## src/rtl/arith_unit.sv

```systemverilog
// Single-cycle signed arithmetic unit: ADD/SUB on a 32-bit carry-lookahead adder,
// full-width MUL, and DIV returning quotient/remainder. Only the outputs hold state.
module arith_unit (
    input  logic        clk,
    input  logic        clr,
    input  logic        ADD,
    input  logic        SUB,
    input  logic        MUL,
    input  logic        DIV,
    input  logic [31:0] A,
    input  logic [31:0] B,
    output logic [63:0] C,
    output logic        cout,
    output logic        diverror
);

    localparam int unsigned OP_W   = 32;
    localparam int unsigned RES_W  = 64;
    localparam int unsigned GRP_W  = 4;
    localparam int unsigned N_GRPS = OP_W / GRP_W;

    logic sel_add, sel_sub, sel_mul, sel_div;

    logic [RES_W-1:0] c_q, c_d;
    logic             cout_q, cout_d;
    logic             diverror_q, diverror_d;

    // Fixed priority ADD > SUB > MUL > DIV
    always_comb begin
        sel_add = ADD;
        sel_sub = !ADD && SUB;
        sel_mul = !ADD && !SUB && MUL;
        sel_div = !ADD && !SUB && !MUL && DIV;
    end

    // Carry-lookahead adder; subtraction is A + ~B + 1
    logic [OP_W-1:0] add_b, gen, prop, sum;
    logic [OP_W:0]   carry;
    logic [3:0]      g4, p4;
    logic            ci, grp_g, grp_p;

    always_comb begin
        add_b    = sel_add ? B : ~B;
        gen      = A & add_b;
        prop     = A ^ add_b;
        carry    = '0;
        carry[0] = !sel_add;
        g4       = '0;
        p4       = '0;
        ci       = 1'b0;
        grp_g    = 1'b0;
        grp_p    = 1'b0;
        for (int k = 0; k < int'(N_GRPS); k++) begin
            g4 = gen[k*GRP_W +: GRP_W];
            p4 = prop[k*GRP_W +: GRP_W];
            ci = carry[k*GRP_W];
            carry[k*GRP_W+1] = g4[0] | (p4[0] & ci);
            carry[k*GRP_W+2] = g4[1] | (p4[1] & g4[0]) | (p4[1] & p4[0] & ci);
            carry[k*GRP_W+3] = g4[2] | (p4[2] & g4[1]) | (p4[2] & p4[1] & g4[0])
                             | (p4[2] & p4[1] & p4[0] & ci);
            grp_g = g4[3] | (p4[3] & g4[2]) | (p4[3] & p4[2] & g4[1])
                  | (p4[3] & p4[2] & p4[1] & g4[0]);
            grp_p = &p4;
            carry[k*GRP_W+4] = grp_g | (grp_p & ci);
        end
        sum = prop ^ carry[OP_W-1:0];
    end

    // Signed multiply on sign-extended operands
    logic signed [RES_W-1:0] a_ext, b_ext, prod;

    always_comb begin
        a_ext = signed'({{OP_W{A[OP_W-1]}}, A});
        b_ext = signed'({{OP_W{B[OP_W-1]}}, B});
        prod  = a_ext * b_ext;
    end

    // Sign-magnitude divide; MIN/-1 naturally wraps to MIN with zero remainder
    logic [OP_W-1:0] a_mag, b_mag, b_safe, q_mag, r_mag, quot, rem;
    logic            q_neg;

    always_comb begin
        a_mag  = A[OP_W-1] ? OP_W'(~A + OP_W'(1)) : A;
        b_mag  = B[OP_W-1] ? OP_W'(~B + OP_W'(1)) : B;
        b_safe = (b_mag == '0) ? OP_W'(1) : b_mag;
        q_mag  = a_mag / b_safe;
        r_mag  = a_mag % b_safe;
        q_neg  = A[OP_W-1] ^ B[OP_W-1];
        quot   = q_neg ? OP_W'(~q_mag + OP_W'(1)) : q_mag;
        rem    = A[OP_W-1] ? OP_W'(~r_mag + OP_W'(1)) : r_mag;
    end

    // Result select; no select holds the registers
    always_comb begin
        c_d        = c_q;
        cout_d     = cout_q;
        diverror_d = diverror_q;
        if (sel_add || sel_sub) begin
            c_d        = {{OP_W{sum[OP_W-1]}}, sum};
            cout_d     = carry[OP_W];
            diverror_d = 1'b0;
        end else if (sel_mul) begin
            c_d        = RES_W'(prod);
            cout_d     = 1'b0;
            diverror_d = 1'b0;
        end else if (sel_div) begin
            cout_d = 1'b0;
            if (B == '0) begin
                c_d        = '0;
                diverror_d = 1'b1;
            end else begin
                c_d        = {rem, quot};
                diverror_d = 1'b0;
            end
        end
    end

    always_ff @(posedge clk or negedge clr) begin
        if (!clr) begin
            c_q        <= '0;
            cout_q     <= 1'b0;
            diverror_q <= 1'b0;
        end else begin
            c_q        <= c_d;
            cout_q     <= cout_d;
            diverror_q <= diverror_d;
        end
    end

    assign C        = c_q;
    assign cout     = cout_q;
    assign diverror = diverror_q;

endmodule

```

## config.mk

```make
export PLATFORM = sky130hd
export DESIGN_NAME = arith_unit
export DESIGN_NICKNAME = d
export VERILOG_FILES = /design/src/rtl/arith_unit.sv
export SDC_FILE = /design/constraint.sdc
export NUM_CORES = 2
export LEC_CHECK = 0
export ABC_CLOCK_PERIOD_IN_PS = 1500
export CAP_MARGIN = 20
export CORE_MARGIN = 3
export CORE_UTILIZATION = 45
export CTS_CLUSTER_DIAMETER = 60
export DETAILED_ROUTE_END_ITERATION = 12
export PLACE_DENSITY = 0.72
export SLEW_MARGIN = 20
export SYNTH_ARGS = -nofsm -noshare
export SYNTH_HDL_FRONTEND = slang
export SYNTH_SLANG_ARGS = --single-unit
```

## constraint.sdc

```tcl
create_clock -name clk -period 1.5 [get_ports clk]
set_clock_uncertainty 0.1 [all_clocks]
set_input_delay 0.3 -clock clk [delete_from_list [all_inputs] [get_ports clk]]
set_output_delay 0.3 -clock clk [all_outputs]
set_load 0.005 [all_outputs]
```

### Word-level counts from Yosys, hierarchy flattened

Index checks and enable logic that the tools add are counted.

| storage, ports and cells | value |
|---|---|
| flip-flop bits (word level) | 66 |
| input port bits | 70 |
| output and inout port bits | 66 |
| logic and storage cells | 255 |

| operators by class | value |
|---|---|
| $add $sub $neg | 4 |
| multiply operators | 1 |
| divide/modulo/power cells | 2 |
| multiplexer cells | 17 |
| bitwise gates (word level) | 208 |
| reduce and logical (&&, ||, !) cells | 20 |

Operators with widths:

| operator | count |
|---|---|
| $mux 64 | 4 |
| $mux 32 | 6 |
| $add 32x1->32 const B | 4 |
| $not 32->32 | 4 |
| $and 1x1->1 | 120 |
| $or 1x1->1 | 80 |
| $logic_not 32->1 | 2 |
| $mul 32x32->64 | 1 |
| $xor 32x32->32 | 2 |
| $and 32x32->32 | 1 |
| $div 32x32->32 | 1 |
| $mod 32x32->32 | 1 |
| $reduce_and 4->1 | 8 |
| $mux 1 | 7 |
| $logic_and 1x1->1 | 5 |
| $logic_not 1->1 | 3 |
| $reduce_bool 3->1 | 1 |
| $logic_or 1x1->1 | 1 |
| $xor 1x1->1 | 1 |

### Longest topological paths before layout

| logic depth | value |
|---|---|
| depth after elaboration | 24 |
| gate-level depth with buffers | 396 |
| mapped depth without buffers | 363 |

### Worst setup path before layout

Ideal clock, no wire load.

| timing | value |
|---|---|
| path type | input to register |
| start point | input port B[31] |
| end point | register c_q[62] (netlist: C[62]) |
| setup time | 0.142 ns |
| arrival | 84.095 ns |
| data required time | 1.258 ns |
| slack | -82.837 ns |
| stages on the path | 362 |
| path buffers | 64 |
| cells stage by stage | clkbuf_1 -> clkbuf_1 -> clkbuf_1 -> clkbuf_1 -> mux2i_1 -> and2_1 -> nand2_1 -> nor4b_1 -> a31oi_1 -> ha_1 -> o21a_1 -> nand2_1 -> nor2_1 -> a21o_1 -> ha_1 -> o21a_1 -> o21ai_0 -> and4b_1 -> (+326 left out) -> and3_1 -> o32ai_1 -> a31oi_1 -> inv_1 -> clkbuf_1 -> clkbuf_1 -> clkbuf_1 -> mux2i_1 -> ha_1 -> nand3_1 -> or3b_2 -> nor4b_1 -> nand4_1 -> a2111oi_0 -> nand4_1 -> o21ai_1 -> xor2_1 -> o2111ai_1 |

| between the ends | value |
|---|---|
| word-level cells in the longest chain between the ends | 13 |
| elaborated cells on any way between the ends | 18 |
| classes of those cells | add/sub: 2; mul: 1; div: 1; mux: 8; bitwise: 4; reduce/logical: 2 |

Ends and longest elaborated chain:

| element | RTL line | RTL |
|---|---|---|
| start: declaration | 11 | `input logic [31:0] B,` |
| $not 32->32 | 43, 84 |  |
| $add 32x1->32 | 84 | `b_mag = B[OP_W-1] ? OP_W'(~B + OP_W'(1)) : B;` |
| $mux 32 | 84 |  |
| $logic_not 32->1 | 85 | `b_safe = (b_mag == '0) ? OP_W'(1) : b_mag;` |
| $mux 32 | 85 |  |
| $mod 32x32->32 | 87 | `r_mag = a_mag % b_safe;` |
| $not 32->32 | 90 | `rem = A[OP_W-1] ? OP_W'(~r_mag + OP_W'(1)) : r_mag;` |
| $add 32x1->32 | 90 |  |
| $mux 32 | 90 |  |
| $mux 64 | 108 | `if (B == '0) begin` |
| $mux 64 | 106 | `end else if (sel_div) begin` |
| $mux 64 | 102 | `end else if (sel_mul) begin` |
| $mux 64 (*) | 98 | `if (sel_add \|\| sel_sub) begin` |
| end signal: assignment | 120 | `c_q <= '0;` |
| end signal: assignment | 124 | `c_q <= c_d;` |
| end: declaration | 24 | `logic [RES_W-1:0] c_q, c_d;` |

Mark *: on every way between the ends. The rest lies on a longest branch, timed or not. The select of a mux whose other input is x is not followed.
A chain may end at the register's enable or synchronous reset.

### Worst setup path in the final report

| timing | value |
|---|---|
| start point | input port B[9] |
| end point | register c_q[62] (netlist: C[62]) |

| between the ends | value |
|---|---|
| word-level cells in the longest chain between the ends | 19 |
| elaborated cells on any way between the ends | 37 |
| classes of those cells | add/sub: 2; mul: 1; div: 1; mux: 8; bitwise: 22; reduce/logical: 3 |

Ends and longest elaborated chain:

| element | RTL line |
|---|---|
| branches (longest 18 deep; another with $add 32x1->32) | n/a |
| $mux 64 (*) | 98 |

Every way passes the cells marked *. The select of a mux whose other input is x is not followed.

==> metrics.txt <==
via count normalized by instance count 6.03; post-synthesis async set-or-reset flop share 1.00; CP startpoint kind input pin; cts bufs inserted 9; total number of vias 92900; routed len/inst 27.5 um; cell taking the most area after synthesis fa_1; Syn. warnings 0; most area-consuming cells after synthesis fa_1, ha_1, nand2_1; count of endpoints failing setup in the final report 74; cell with the most instances after synthesis nand2_1; core area 166000 um^2; met2 routing resource usage after global routing 0.731; worst stage delay on the critical path 580 ps; worst slew margin relative to its limit 0.290; number of flip-flops and latches in the synthesized netlist 66; Hold Crit Class input pin to async pin; proportion of synthesized chip area in sequential cells 0.0219; overflow left after global routing 0; Detailed Place HPWL 342000 um; fraction of final layout cells sized beyond drive strength 1 0.385; hold slack 290 ps; cell count after placement 14900; FP Rows 149; mean cell area of the mapped netlist 7.66 um^2; synthesized instance count 9835; clock transition at the registers of the reported paths 60 ps; count of cell types in the netlist 98; startpoint of the most critical register-to-register path C[5]; antenna violations before repair 25; ys flop type dfrtp_1; DRC violation total after the first TritonRoute iteration 9334; Bufs on Longest Clock Path 2; starting density of the core 0.455; wire length of the first global-routing pass 602000 um; met3 Use GR 0.0929; Final Cycle Share 45.9; largest net degree at the start of global routing 45; number of enable-type register cells in the synthesized netlist 0; most prevalent standard cell on the critical path ha_4; final estimated routing congestion in global placement 1.11; max-slew violations 0; Clk Latency, worst-skew pair 360 ps; maximum frequency from static timing analysis 14.5 MHz; depth of the CTS H-tree 3; hold violation count in the final report 0; largest fanout on the critical path 8; CP required 1610 ps; Ports 136; run status complete, but fails checks; data arrival at the endpoint of the critical path 68900 ps; total die area 172000 um^2; Tmin final 68790 ps; Max-cap violations 0; number of clock sinks 66; portion of synthesized cell area occupied by the leading cell type 0.290; I/O Buffers 135; post-route setup slack -67290 ps; TritonCTS clock tree yes; height of the die 415 um; final instance count without filler cells 15400; Worst Path Class, Setup input pin to flop; via count of the first global-routing pass 95000; Filler Cells Inserted 12900; cell area after synthesis 75400 um^2; post-synth net total 11700; most frequent cells after synthesis nand2_1, inv_1, fa_1, ha_1, nor2_1; width of the chip 415 um; GR met1 Demand/Resource 0.560; Most Used Layer, Global Route met2; setup slack, reg-to-reg 70 ps; drt drc 0; setup repair after global routing missed its margin true; router iterations before antenna repair 6; overall routing resource usage 0.468; area growth from synthesis to final layout 52.8%; launching instance or port of the critical path B[9]; number of cell instances on the worst register-to-register path 5; end of the worst register-to-register path C[5]; Root Driver clkbuf_16; slew at the pin closest to its max-slew limit 1060 ps; failing checks setup timing; slowest stage cell, crit path or4_4; Setup crit end kind flop; wire length reported by the detailed router 424000 um; post-route antenna net violation count 0; Final Net Count 15100
metal layers:
layer	up-vias	routed length, um
met4	8	44200
met3	2184	43100
li1	39700	-
met1	44900	152000
met5	-	147
met2	6072	184000
layout by cell type, fill, tap and decap left out, types with 49 or more instances in the layout:
master | Yosys | layout
buf_4 | 0 | 3485
nand3_1 | 193 | 136
nand4_1 | 105 | 105
nor2_2 | 0 | 59
or3_1 | 82 | 54
nand2b_1 | 86 | 84
o21ai_2 | 0 | 53
nor3_1 | 211 | 171
ha_1 | 751 | 591
and2_1 | 261 | 249
buf_2 | 22 | 63
buf_12 | 0 | 61
buf_6 | 3 | 131
xnor2_1 | 409 | 378
o21bai_1 | 62 | 54
nor2_1 | 678 | 571
a21oi_1 | 549 | 407
nor2b_1 | 65 | 52
o21ai_0 | 397 | 244
or2_2 | 60 | 49
o21ai_1 | 15 | 94
ha_4 | 0 | 138
a21oi_2 | 0 | 119
nand2_2 | 0 | 52
xor2_1 | 214 | 203
a31oi_1 | 100 | 70
nand2_1 | 1388 | 1314
fa_1 | 1090 | 1088
inv_1 | 1298 | 1278
o21a_1 | 148 | 141
o211ai_1 | 90 | 90
a21o_1 | 181 | 175
worst max-delay path by stage:
| stage | endpoint | slack (ps) | depth (start not counted) |
|---|---|---|---|
| floorplan | C[50] | -67170 | 365 |
| global placement | C[62] | -72880 | 352 |
| detailed placement | C[62] | -73680 | 346 |
| CTS | C[62] | -66870 | 371 |
| global route | C[62] | -69470 | 384 |
| finish | C[62] | -67290 | 352 |
cell families after synthesis:
logic type	after synthesis	synth area share
mux	74	0.0105
fa+ha+maj	1841	0.414
xor+xnor	623	0.0724
simple gates	3328	0.205
buf+inv	1774	0.0890
flops	66	0.0219
compound gates	2129	0.187
cell type report:
type	count	area, um^2	area share
Antenna cell	17	42.5	0.000369
Sequential cell	66	1680	0.0146
Clock inverter	6	115	0.000999
Timing Repair Buffer	3809	30100	0.261
Inverter	1302	4900	0.0426
Tap cell	2189	2740	0.0238
Timing Repair inverter	1	7.51	0.0000652
Clock buffer	10	229	0.00199
Multi-Input combinational cell	7998	75400	0.654
worst max-delay path, delay by kind of cell:
| family | cells | cell delay, ps |
|---|---|---|
| multiplexers | 2 | 520 |
| XOR/XNOR | 3 | 520 |
| AND/OR/NAND/NOR | 105 | 18300 |
| AO/OA/AOI/OAI | 164 | 34180 |
| buffers and inverters | 46 | 6870 |
| adder cells (fa/ha/maj) | 32 | 7860 |
state kept, by name (all words and copies together) (netlist names):
register,flops
diverror,1
C,64
cout,1
stage by stage:
| step | area [um^2] | util | TNS (ps) | setup WS (ps) |
|---|---|---|---|---|
| after floorplan | 78000 | - | -4240340 | -67170 |
| final | 115000 | 0.695 | -4265590 | -67290 |
| after detailed placement | 104000 | 0.629 | -4665620 | -73680 |
| after CTS | 108000 | 0.653 | -4251310 | -66870 |
| after global placement | 104000 | 0.629 | -4621860 | -72880 |
| after global routing | 115000 | 0.695 | -4405730 | -69470 |
repair_timing:
item                       CTS  global route
hold endpoints to repair    66             0
hold buffers                 1             0
pin swaps                  247           609
cloned                       5             9
gates resized for setup    577          1016
setup buffers              176           247
setup endpoints to repair  118           103
Power is left out: the tool's default activity adds up to more than one toggle a clock period on the data nets, which glitch-free logic cannot reach.
